<file path="src/rtl/taillight_sequencer.sv">
// taillight_sequencer: six-lamp turn/hazard/brake sequencer
// with switch synchronizers and an internal step-rate counter.
module taillight_sequencer #(
  parameter int IN_CLOCK = 50000000,
  parameter int STEP_HZ  = 4
) (
  input  logic       inClock,
  input  logic       reset,
  input  logic       left,
  input  logic       right,
  input  logic       hazard,
  input  logic       brake,
  output logic [2:0] lightsL,
  output logic [2:0] lightsR,
  output logic       tick
);

  localparam int TICK_DIV = IN_CLOCK / STEP_HZ;
  localparam int CW = (TICK_DIV > 1) ? $clog2(TICK_DIV) : 1;
  localparam logic [CW-1:0] LAST = CW'(TICK_DIV - 1);

  typedef enum logic [2:0] {
    IDLE, L1, L2, L3, R1, R2, R3, HAZ
  } state_t;

  state_t          state;
  state_t          state_nx;
  logic [3:0]      sy1;
  logic [3:0]      sy2;
  logic [CW-1:0]   cnt;
  logic            left_s;
  logic            right_s;
  logic            hazard_s;
  logic            brake_s;
  logic            req;
  logic            hold;

  assign left_s   = sy2[0];
  assign right_s  = sy2[1];
  assign hazard_s = sy2[2];
  assign brake_s  = sy2[3];

  assign req  = left_s | right_s | hazard_s;
  assign hold = (state == IDLE) && !req;
  assign tick = !hold && (cnt == LAST);

  // Two-flop synchronizers for all switch inputs
  always_ff @(posedge inClock or posedge reset) begin
    if (reset) begin
      sy1 <= '0;
      sy2 <= '0;
    end else begin
      sy1 <= {brake, hazard, right, left};
      sy2 <= sy1;
    end
  end

  // Step counter, parked at zero while idle with no request
  always_ff @(posedge inClock or posedge reset) begin
    if (reset) begin
      cnt <= '0;
    end else if (hold || tick) begin
      cnt <= '0;
    end else begin
      cnt <= cnt + 1'b1;
    end
  end

  // State register
  always_ff @(posedge inClock or posedge reset) begin
    if (reset) begin
      state <= IDLE;
    end else begin
      state <= state_nx;
    end
  end

  // Next-state logic, only moves on a step strobe
  always_comb begin
    state_nx = state;
    if (tick) begin
      unique case (state)
        IDLE: begin
          if (hazard_s || (left_s && right_s))
            state_nx = HAZ;
          else if (left_s)
            state_nx = L1;
          else if (right_s)
            state_nx = R1;
        end
        L1, L2: begin
          if (hazard_s || right_s)
            state_nx = HAZ;
          else if (!left_s)
            state_nx = IDLE;
          else
            state_nx = (state == L1) ? L2 : L3;
        end
        R1, R2: begin
          if (hazard_s || left_s)
            state_nx = HAZ;
          else if (!right_s)
            state_nx = IDLE;
          else
            state_nx = (state == R1) ? R2 : R3;
        end
        L3, R3, HAZ: state_nx = IDLE;
      endcase
    end
  end

  // Lamp decode with brake overlay on non-sequencing sides
  always_comb begin
    logic lturn;
    logic rturn;
    lightsL = 3'b000;
    lightsR = 3'b000;
    lturn   = 1'b0;
    rturn   = 1'b0;
    unique case (state)
      IDLE: ;
      L1:  begin lightsL = 3'b001; lturn = 1'b1; end
      L2:  begin lightsL = 3'b011; lturn = 1'b1; end
      L3:  begin lightsL = 3'b111; lturn = 1'b1; end
      R1:  begin lightsR = 3'b001; rturn = 1'b1; end
      R2:  begin lightsR = 3'b011; rturn = 1'b1; end
      R3:  begin lightsR = 3'b111; rturn = 1'b1; end
      HAZ: begin
        lightsL = 3'b111;
        lightsR = 3'b111;
      end
    endcase
    if (brake_s) begin
      if (!lturn) lightsL = 3'b111;
      if (!rturn) lightsR = 3'b111;
    end
  end

endmodule

</file>
<file path="config.mk">
export PLATFORM = sky130hd
export DESIGN_NAME = taillight_sequencer
export DESIGN_NICKNAME = d
export VERILOG_FILES = /design/src/rtl/taillight_sequencer.sv
export SDC_FILE = /design/constraint.sdc
export NUM_CORES = 1
export LEC_CHECK = 0
export CORE_ASPECT_RATIO = 0.8
export CORE_MARGIN = 3
export CORE_UTILIZATION = 52
export CTS_CLUSTER_DIAMETER = 80
export DETAILED_ROUTE_END_ITERATION = 10
export GPL_ROUTABILITY_DRIVEN = 0
export HOLD_SLACK_MARGIN = 0.03
export PLACE_DENSITY = 0.87
export SYNTH_ARGS = -nofsm -noshare
export SYNTH_HDL_FRONTEND = slang
export SYNTH_SLANG_ARGS = --single-unit
</file>
<file path="constraint.sdc">
create_clock -name inClock -period 2.2 [get_ports inClock]
set_input_delay 0.55 -clock inClock [delete_from_list [all_inputs] [get_ports inClock]]
set_output_delay 0.55 -clock inClock [all_outputs]
set_load 0.01 [all_outputs]
</file>
==> metrics.md, run 1 <==
| Metric | Value |
|---|---|
| Lkg Pwr | `~1.1 nW` |
| GRT Resource Usage Total | `0.280` |
| Yosys Warn Count | `0` |
| Violated checks | `negative setup slack` |
| Status | `finished, violations left` |
| Crit-path max FO | `2` |
| Buf+Inv Stages, Crit Path | `1` |
| WL/cell | `20.3 um` |
| Least-Margin Pin Slew | `around 0.43 ns` |
| Leading cell types by count after synthesis | `dfrtp_1 (35), nor3_1 (17), nand2_1 (14), o21ai_0 (14), a211oi_1 (12)` |
| Fmax | `between 300 and 400 MHz` |
| Total clock sinks | `35` |
| FF+latch count, synth | `35` |
| Starting DRT DRC Count | `around 350` |
| VDD IR max | `0.000756 V` |
| CP delay by family, top | `simple AND/OR/NAND/NOR gates` |
| Sw Share | `0.247` |
| Hold Vio Cnt, Final | `0` |
| Vias per cell | `around 6.7` |
| Top cells by area, synth | `dfrtp_1 (48%), a211oi_1 (4.9%), nor3_1 (4.7%)` |
| Detailed Route WL | `~5800 um` |
| WS Path Type | `reg -> out` |
| Grt met1 use | `0.358` |
| Post-DP HPWL | `approximately 3400 um` |
| Clock slew at the register clock pins of the worst setup and hold paths | `about 0.080 ns` |
| Port Buf Inserts | `12` |
| Post-Route Setup TNS | `-8.93 ns` |
| CTS root buffer | `clkbuf_8` |
| Pwr Density | `roughly 670 mW/mm^2` |
| Slew margin rel. | `0.711` |
| Synth Net Count | `about 190` |
| ANT cells | `0` |
| EDFF count, synth | `0` |
| Mean Syn Cell Area | `a little under 10 um^2` |
| Internal power | `1.27 mW` |
| Top cell type's share of synthesized area | `0.481` |
| Tcrit/Tclk final | `1.19` |
| Sequential element share of the synthesized area | `0.481` |
| Crit-path cells | `or4b_1 -> or4_4 -> nor3_4 -> buf_2` |
| Power share of the clock group | `0.414` |
| Chip width | `a little over 70 um` |
| Util after Layout | `0.783` |
| Psw | `~0.42 mW` |
| H-tree Lvls | `2` |
| Distinct cell type count after synthesis | `36` |
| GR peak layer | `met2` |
| Met3 Track Usage GR | `0.0631` |
| Routed Antenna Nets | `0` |
| TritonCTS buffer count | `5` |
| Starting Density | `0.565` |
| CP peak stage delay | `0.58 ns` |
| Core area | `between 0.003 and 0.004 mm^2` |
| CP max stage cell | `or4_4` |
| Final-report setup violation count | `27` |
| Clock period minus worst slack | `roughly 2.6 ns` |
| Drt pass-1 iters | `5` |
| Max Cap Viol | `0` |
| Syn Inst Count | `184` |
| Synthesized cell area | `between 0.0015 and 0.002 mm^2` |
| Initial antenna violation count | `0` |
| Max Root-Sink Buffers | `2` |
| Cell Rows | `18` |
| Placed cells | `268` |
| Die area | `0.00425 mm^2` |
| RSZ-0062 raised after global routing | `true` |
| Crit. End Element | `primary output` |
| CTS tree | `yes` |
| Worst EP arrival | `around 2.1 ns` |
| Largest net degree at the start of global routing | `36` |
| Reg power frac | `0.437` |
| First-pass GRT wire length | `9100 um` |
| Worst hold path type | `reg -> reg` |
| CP Launch Type | `flip-flop` |
| Number of global-route vias before repair | `between 1500 and 2000` |
| Fin cells | `285` |
| Comb pwr share | `0.149` |
| Worst Path Required | `about 1.7 ns` |
| Share of layout cells above drive strength 1 | `0.318` |
| Met2 Track Usage GR | `0.467` |
| Skew final | `roughly 0.012 ns` |
| Setup ws final | `-0.422 ns` |
| Drc violations | `0` |
| FFs w/ async S/R, synth | `1.00` |
| Area leader, netlist | `dfrtp_1` |
| Post-CTS Hold Buffers | `0` |
| Fin nets | `between 200 and 300` |
| Congestion Overflow GR | `0` |
| Clk_lat worst skew | `approximately 0.3 ns` |
| Count leader, synth | `dfrtp_1` |
| Reg2reg setup slack | `-0.39 ns` |
| Area Growth Syn to Fin | `38.5%` |
| Total power | `between 1.5 and 2 mW` |
| Max Slew Vio Count | `0` |
| I/O Pins | `13` |
| Die height | `slightly below 60 um` |
| Synth Flop Type | `dfrtp_1` |
| Vias | `1905` |
kinds of logic after synthesis:
| logic type | after synthesis | synth area share |
|---|---|---|
| AO/OA/AOI/OAI | 38 | 0.135 |
| XOR/XNOR | 10 | 0.0481 |
| adder cells (fa/ha/maj) | 2 | 0.0124 |
| buffers and inverters | 15 | 0.0392 |
| flip-flops | 35 | 0.481 |
| multiplexers | 2 | 0.0117 |
| AND/OR/NAND/NOR | 82 | 0.273 |
cell usage in the layout (no fill, tap or decap), drive strengths merged, types with 7 or more instances in the layout:
master  synthesis  layout
buf             2      52
or3             8       8
o21ai          14      14
a211oi         12      12
or4            11      11
nor3           17      17
xnor2           7       7
nand2          14      14
dfrtp          35      35
nand3           9       9
power by group through the flow:
stage	Clock (mW)	Combinational, mW	Sequential (mW)
3_5_place_dp	0	0.244	0.747
6_report	0.697	0.251	0.736
4_1_cts	0.693	0.244	0.735
2_1_floorplan	0	0.104	0.751
5_1_grt	0.732	0.274	0.739
3_3_place_gp	0	0.227	0.740
routing by layer:
| metal | routed length, um | vias up |
|---|---|---|
| li1 | - | 808 |
| met1 | 2270 | 916 |
| met2 | 2800 | 135 |
| met3 | 438 | 46 |
| met4 | 278 | 0 |
| met5 | 0 | - |
path summary, 6_finish.rpt:
path | start | end | cells after the start
max | cnt[8]$_DFF_PP0_ | tick | 4
min | sy1[0]$_DFF_PP0_ | sy2[0]$_DFF_PP0_ | 0
max reg2reg | cnt[8]$_DFF_PP0_ | state[2]$_DFFE_PP0P_ | 8
min reg2reg | sy1[0]$_DFF_PP0_ | sy2[0]$_DFF_PP0_ | 0
max in group asynchronous | reset | cnt[20]$_DFF_PP0_ | 3
min in group asynchronous | reset | cnt[8]$_DFF_PP0_ | 3
area by class of cell:
type / instances / area (um^2)
Clock buffer: 5 / 68.8
Clock inverter: 3 / 67.6
Fill cell: 170 / 699
Inverter: 6 / 22.5
Multi-Input combinational cell: 134 / 922
Sequential cell: 35 / 876
Tap cell: 40 / 50.0
Timing Repair Buffer: 62 / 514
flip-flops by register name (all words and copies together), names as in the netlist:
signal,cells
cnt,24
sy1,4
sy2,4
state,3
per-stage QoR:
| stage | area [um^2] | hold WS (ns) | setup WS (ns) |
|---|---|---|---|
| floorplan | 1850 | 0.331 | -0.0397 |
| global placement | 2280 | 0.332 | -0.470 |
| detailed placement | 2280 | 0.339 | -0.476 |
| CTS | 2470 | 0.357 | -0.390 |
| global route | 2520 | 0.361 | -0.474 |
| finish | 2520 | 0.354 | -0.422 |
worst register-to-register path: stages (launching register included):
cell	delay [ns]
dfrtp_1	0.39
or4b_1	0.52
or4_4	0.58
buf_4	0.16
buf_6	0.12
nor4_4	0.28
buf_4	0.18
buf_6	0.13
o211ai_1	0.10
repair_timing:
item,in CTS,in global routing
cloned,2,1
pin swaps,0,1
endpoints found under the setup margin,32,31
resized for setup,21,16
setup buffers,4,6
(Power assumes the default switching activity.)
==> run 2, diff against run 1 <==
--- a/config.mk
+++ b/config.mk
@@ -12,6 +12,7 @@
 export DETAILED_ROUTE_END_ITERATION = 10
 export GPL_ROUTABILITY_DRIVEN = 0
 export HOLD_SLACK_MARGIN = 0.03
+export MAX_ROUTING_LAYER = met4
 export PLACE_DENSITY = 0.87
 export SYNTH_ARGS = -nofsm -noshare
 export SYNTH_HDL_FRONTEND = slang
==> run 2 against run 1 <==
- the flow still finishes with violations (negative setup slack)
- global-route usage rose by 0.82 points
- register-to-register slack about the same
- critical endpoint unchanged
- non-clock buffer count did not move
- via count down 3.9%
- utilization unchanged
- hold slack hardly changed
==> metrics.md, run 2 (synthesis gave the netlist of run 1 again) <==
| Metric | Value |
|---|---|
| Status | `finished, violations left` |
| Violated checks | `negative setup slack` |
| Final-report setup violation count | `27 (unchanged)` |
| Clk_lat worst skew | `0.30 ns (about the same)` |
| Comb pwr share | `0.149 (about the same)` |
| Reg power frac | `0.437 (about the same)` |
| Max Cap Viol | `0 (unchanged)` |
| Area Growth Syn to Fin | `38.5% (unchanged)` |
| Top Registers | `cnt x24, sy1 x4, sy2 x4` |
| Starting DRT DRC Count | `318 (-8.6%)` |
| WHS Endpoint | `sy2[0]$_DFF_PP0_` |
| WS Path Type | `reg -> out` |
| Routed Antenna Nets | `0 (unchanged)` |
| R2R Path Start | `cnt[8]$_DFF_PP0_` |
| Largest reg by FF count | `cnt` |
| Placed cells | `268 (unchanged)` |
| CP delay by family, top | `simple AND/OR/NAND/NOR gates` |
| Lkg Pwr | `1.09 nW (unchanged)` |
| R2R depth | `8 (unchanged)` |
| Power share of the clock group | `0.414 (about the same)` |
| Initial antenna violation count | `0 (unchanged)` |
| Worst hold path type | `reg -> reg` |
| VDD IR max | `0.000756 V (about the same)` |
| TritonCTS buffer count | `5 (unchanged)` |
| Least-Margin Pin Slew | `0.436 ns (+0.00133 ns)` |
| Fmax | `381 MHz (-0.11%)` |
| CTS root buffer | `clkbuf_8` |
| Crit-path max FO | `2 (unchanged)` |
| Chip width | `72.2 um (unchanged)` |
| Share of layout cells above drive strength 1 | `0.318 (unchanged)` |
| Commonest non-fill, non-tap cells in the layout | `buf_4 (42), dfrtp_1 (35), nand2_1 (14)` |
| Number of flip-flops under the largest register name | `24 (unchanged)` |
| CP Launch Type | `flip-flop` |
| Total power | `1.68 mW (about the same)` |
| Worst EP arrival | `2.07 ns (about the same)` |
| H-tree Lvls | `2 (unchanged)` |
| WL/cell | `20.2 um (-0.36%)` |
| Congestion Overflow GR | `0 (unchanged)` |
| Util after Layout | `0.783 (unchanged)` |
| Post-DP HPWL | `3400 um (unchanged)` |
| Post-CTS Hold Buffers | `0 (unchanged)` |
| Psw | `0.416 mW (about the same)` |
| Drt pass-1 iters | `6 (+1)` |
| Fin cells | `285 (unchanged)` |
| Hold Path Depth | `0 (unchanged)` |
| Total clock sinks | `35 (unchanged)` |
| Placed cell area | `0.00228 mm^2 (unchanged)` |
| Crit. End Element | `primary output` |
| Drc violations | `0 (unchanged)` |
| Reg2reg setup slack | `-0.38 ns (about the same)` |
| Max Slew Vio Count | `0 (unchanged)` |
| Slew margin rel. | `0.710 (-0.000884)` |
| Total stage count of the critical path | `4 (unchanged)` |
| GRT Resource Usage Total | `0.288 (+0.00821)` |
| Die area | `0.00425 mm^2 (unchanged)` |
| Vias per cell | `6.42 (-3.9%)` |
| Core area | `0.00322 mm^2 (unchanged)` |
| Max Root-Sink Buffers | `2 (unchanged)` |
| Setup ws final | `-0.425 ns (-0.00276 ns)` |
| Pwr Density | `668 mW/mm^2 (about the same)` |
| First-pass GRT wire length | `9090 um (-0.15%)` |
| Die height | `58.9 um (unchanged)` |
| Min-Delay Startpoint | `sy1[0]$_DFF_PP0_` |
| Buf+Inv Stages, Crit Path | `1 (unchanged)` |
| Commonest non-fill, non-tap cell in the layout | `buf_4` |
| Number of global-route vias before repair | `1844 (-0.22%)` |
| CP peak stage delay | `0.58 ns (about the same)` |
| Skew final | `0.0116 ns (-0.000586 ns)` |
| Cell Rows | `18 (unchanged)` |
| Crit-path cells | `or4b_1 -> or4_4 -> nor3_4 -> buf_2` |
| Starting Density | `0.565 (unchanged)` |
| Internal power | `1.27 mW (about the same)` |
| Clock period minus worst slack | `2.62 ns (+0.00276 ns)` |
| Port Buf Inserts | `12 (unchanged)` |
| Fin nets | `251 (unchanged)` |
| CTS tree | `yes` |
| # fillers | `170 (unchanged)` |
| Sw Share | `0.247 (about the same)` |
| CP max stage cell | `or4_4` |
| Largest net degree at the start of global routing | `36 (unchanged)` |
| Tcrit/Tclk final | `1.19 (+0.00126)` |
| ANT cells | `0 (unchanged)` |
| Crit Reg-Reg Endpoint | `state[2]$_DFFE_PP0P_` |
| Cell area after layout | `0.00252 mm^2 (unchanged)` |
| Clock slew at the register clock pins of the worst setup and hold paths | `0.08 ns (about the same)` |
| RSZ-0062 raised after global routing | `true` |
| Detailed Route WL | `5770 um (-0.36%)` |
| Hold Vio Cnt, Final | `0 (unchanged)` |
| Worst Path Required | `1.65 ns (about the same)` |
| Pre-CTS setup slack | `-0.476 ns (unchanged)` |
| I/O Pins | `13 (unchanged)` |
| Vias | `1831 (-3.9%)` |
==> run 2: cell counts in the layout (fill, tap and decap cells not counted) <==
No cell type changed its count.
==> run 2: worst max path at each step <==
stage	slack, ns	start	endpoint
after floorplan	-0.04	cnt[6]$_DFF_PP0_	cnt[14]$_DFF_PP0_
after global placement	-0.47	cnt[22]$_DFF_PP0_	tick
after detailed placement	-0.48	cnt[22]$_DFF_PP0_	tick
after CTS	-0.39	cnt[22]$_DFF_PP0_	tick
after global routing	-0.48	cnt[8]$_DFF_PP0_	tick
final	-0.42	cnt[8]$_DFF_PP0_	tick
==> run 2: layout make-up <==
| class | instances | area, um^2 | area share |
|---|---|---|---|
| clock buffer | 5 | 68.8 | 0.0273 |
| inverter | 6 | 22.5 | 0.00893 |
| sequential | 35 | 876 | 0.347 |
| timing repair buffer | 62 | 514 | 0.204 |
| multi-input combinational | 134 | 922 | 0.366 |
| clock inverter | 3 | 67.6 | 0.0268 |
| tap | 40 | 50.0 | 0.0199 |
==> run 2: stage by stage <==
step / hold slack [ns] / setup TNS, ns
6_report: 0.354 / -8.70
5_1_grt: 0.361 / -9.99
4_1_cts: 0.357 / -6.55
3_5_place_dp: 0.339 / -2.95
3_3_place_gp: 0.332 / -2.07
2_1_floorplan: 0.331 / -0.603
==> run 2: what timing repair did <==
item | 4_1_cts | 5_1_grt
cloned | 2 | 1
setup endpoints to repair | 32 | 31
pin swaps | 0 | 1
gates resized for setup | 21 | 16
setup buffers | 4 | 6
==> run 2: layer usage <==
metal	share of wire	track usage
met1	0.40	0.352
met2	0.51	0.470
met3	0.068	0.0648
met4	0.029	0.107
met5	0	-
==> run 2: power by group through the flow <==
stage | Combinational, mW | Clock [mW] | Sequential [mW]
after floorplan | 0.104 | 0 | 0.751
after global placement | 0.227 | 0 | 0.740
final | 0.251 | 0.697 | 0.736
after global routing | 0.274 | 0.732 | 0.739
after CTS | 0.244 | 0.693 | 0.735
after detailed placement | 0.244 | 0 | 0.747
==> run 2: worst reg2reg max path: stages (launching register included) <==
cell      delay (ns)
dfrtp_1         0.39
or4b_1          0.52
or4_4           0.58
buf_4           0.16
buf_6           0.12
nor4_4          0.27
buf_4           0.18
buf_6           0.12
o211ai_1        0.10
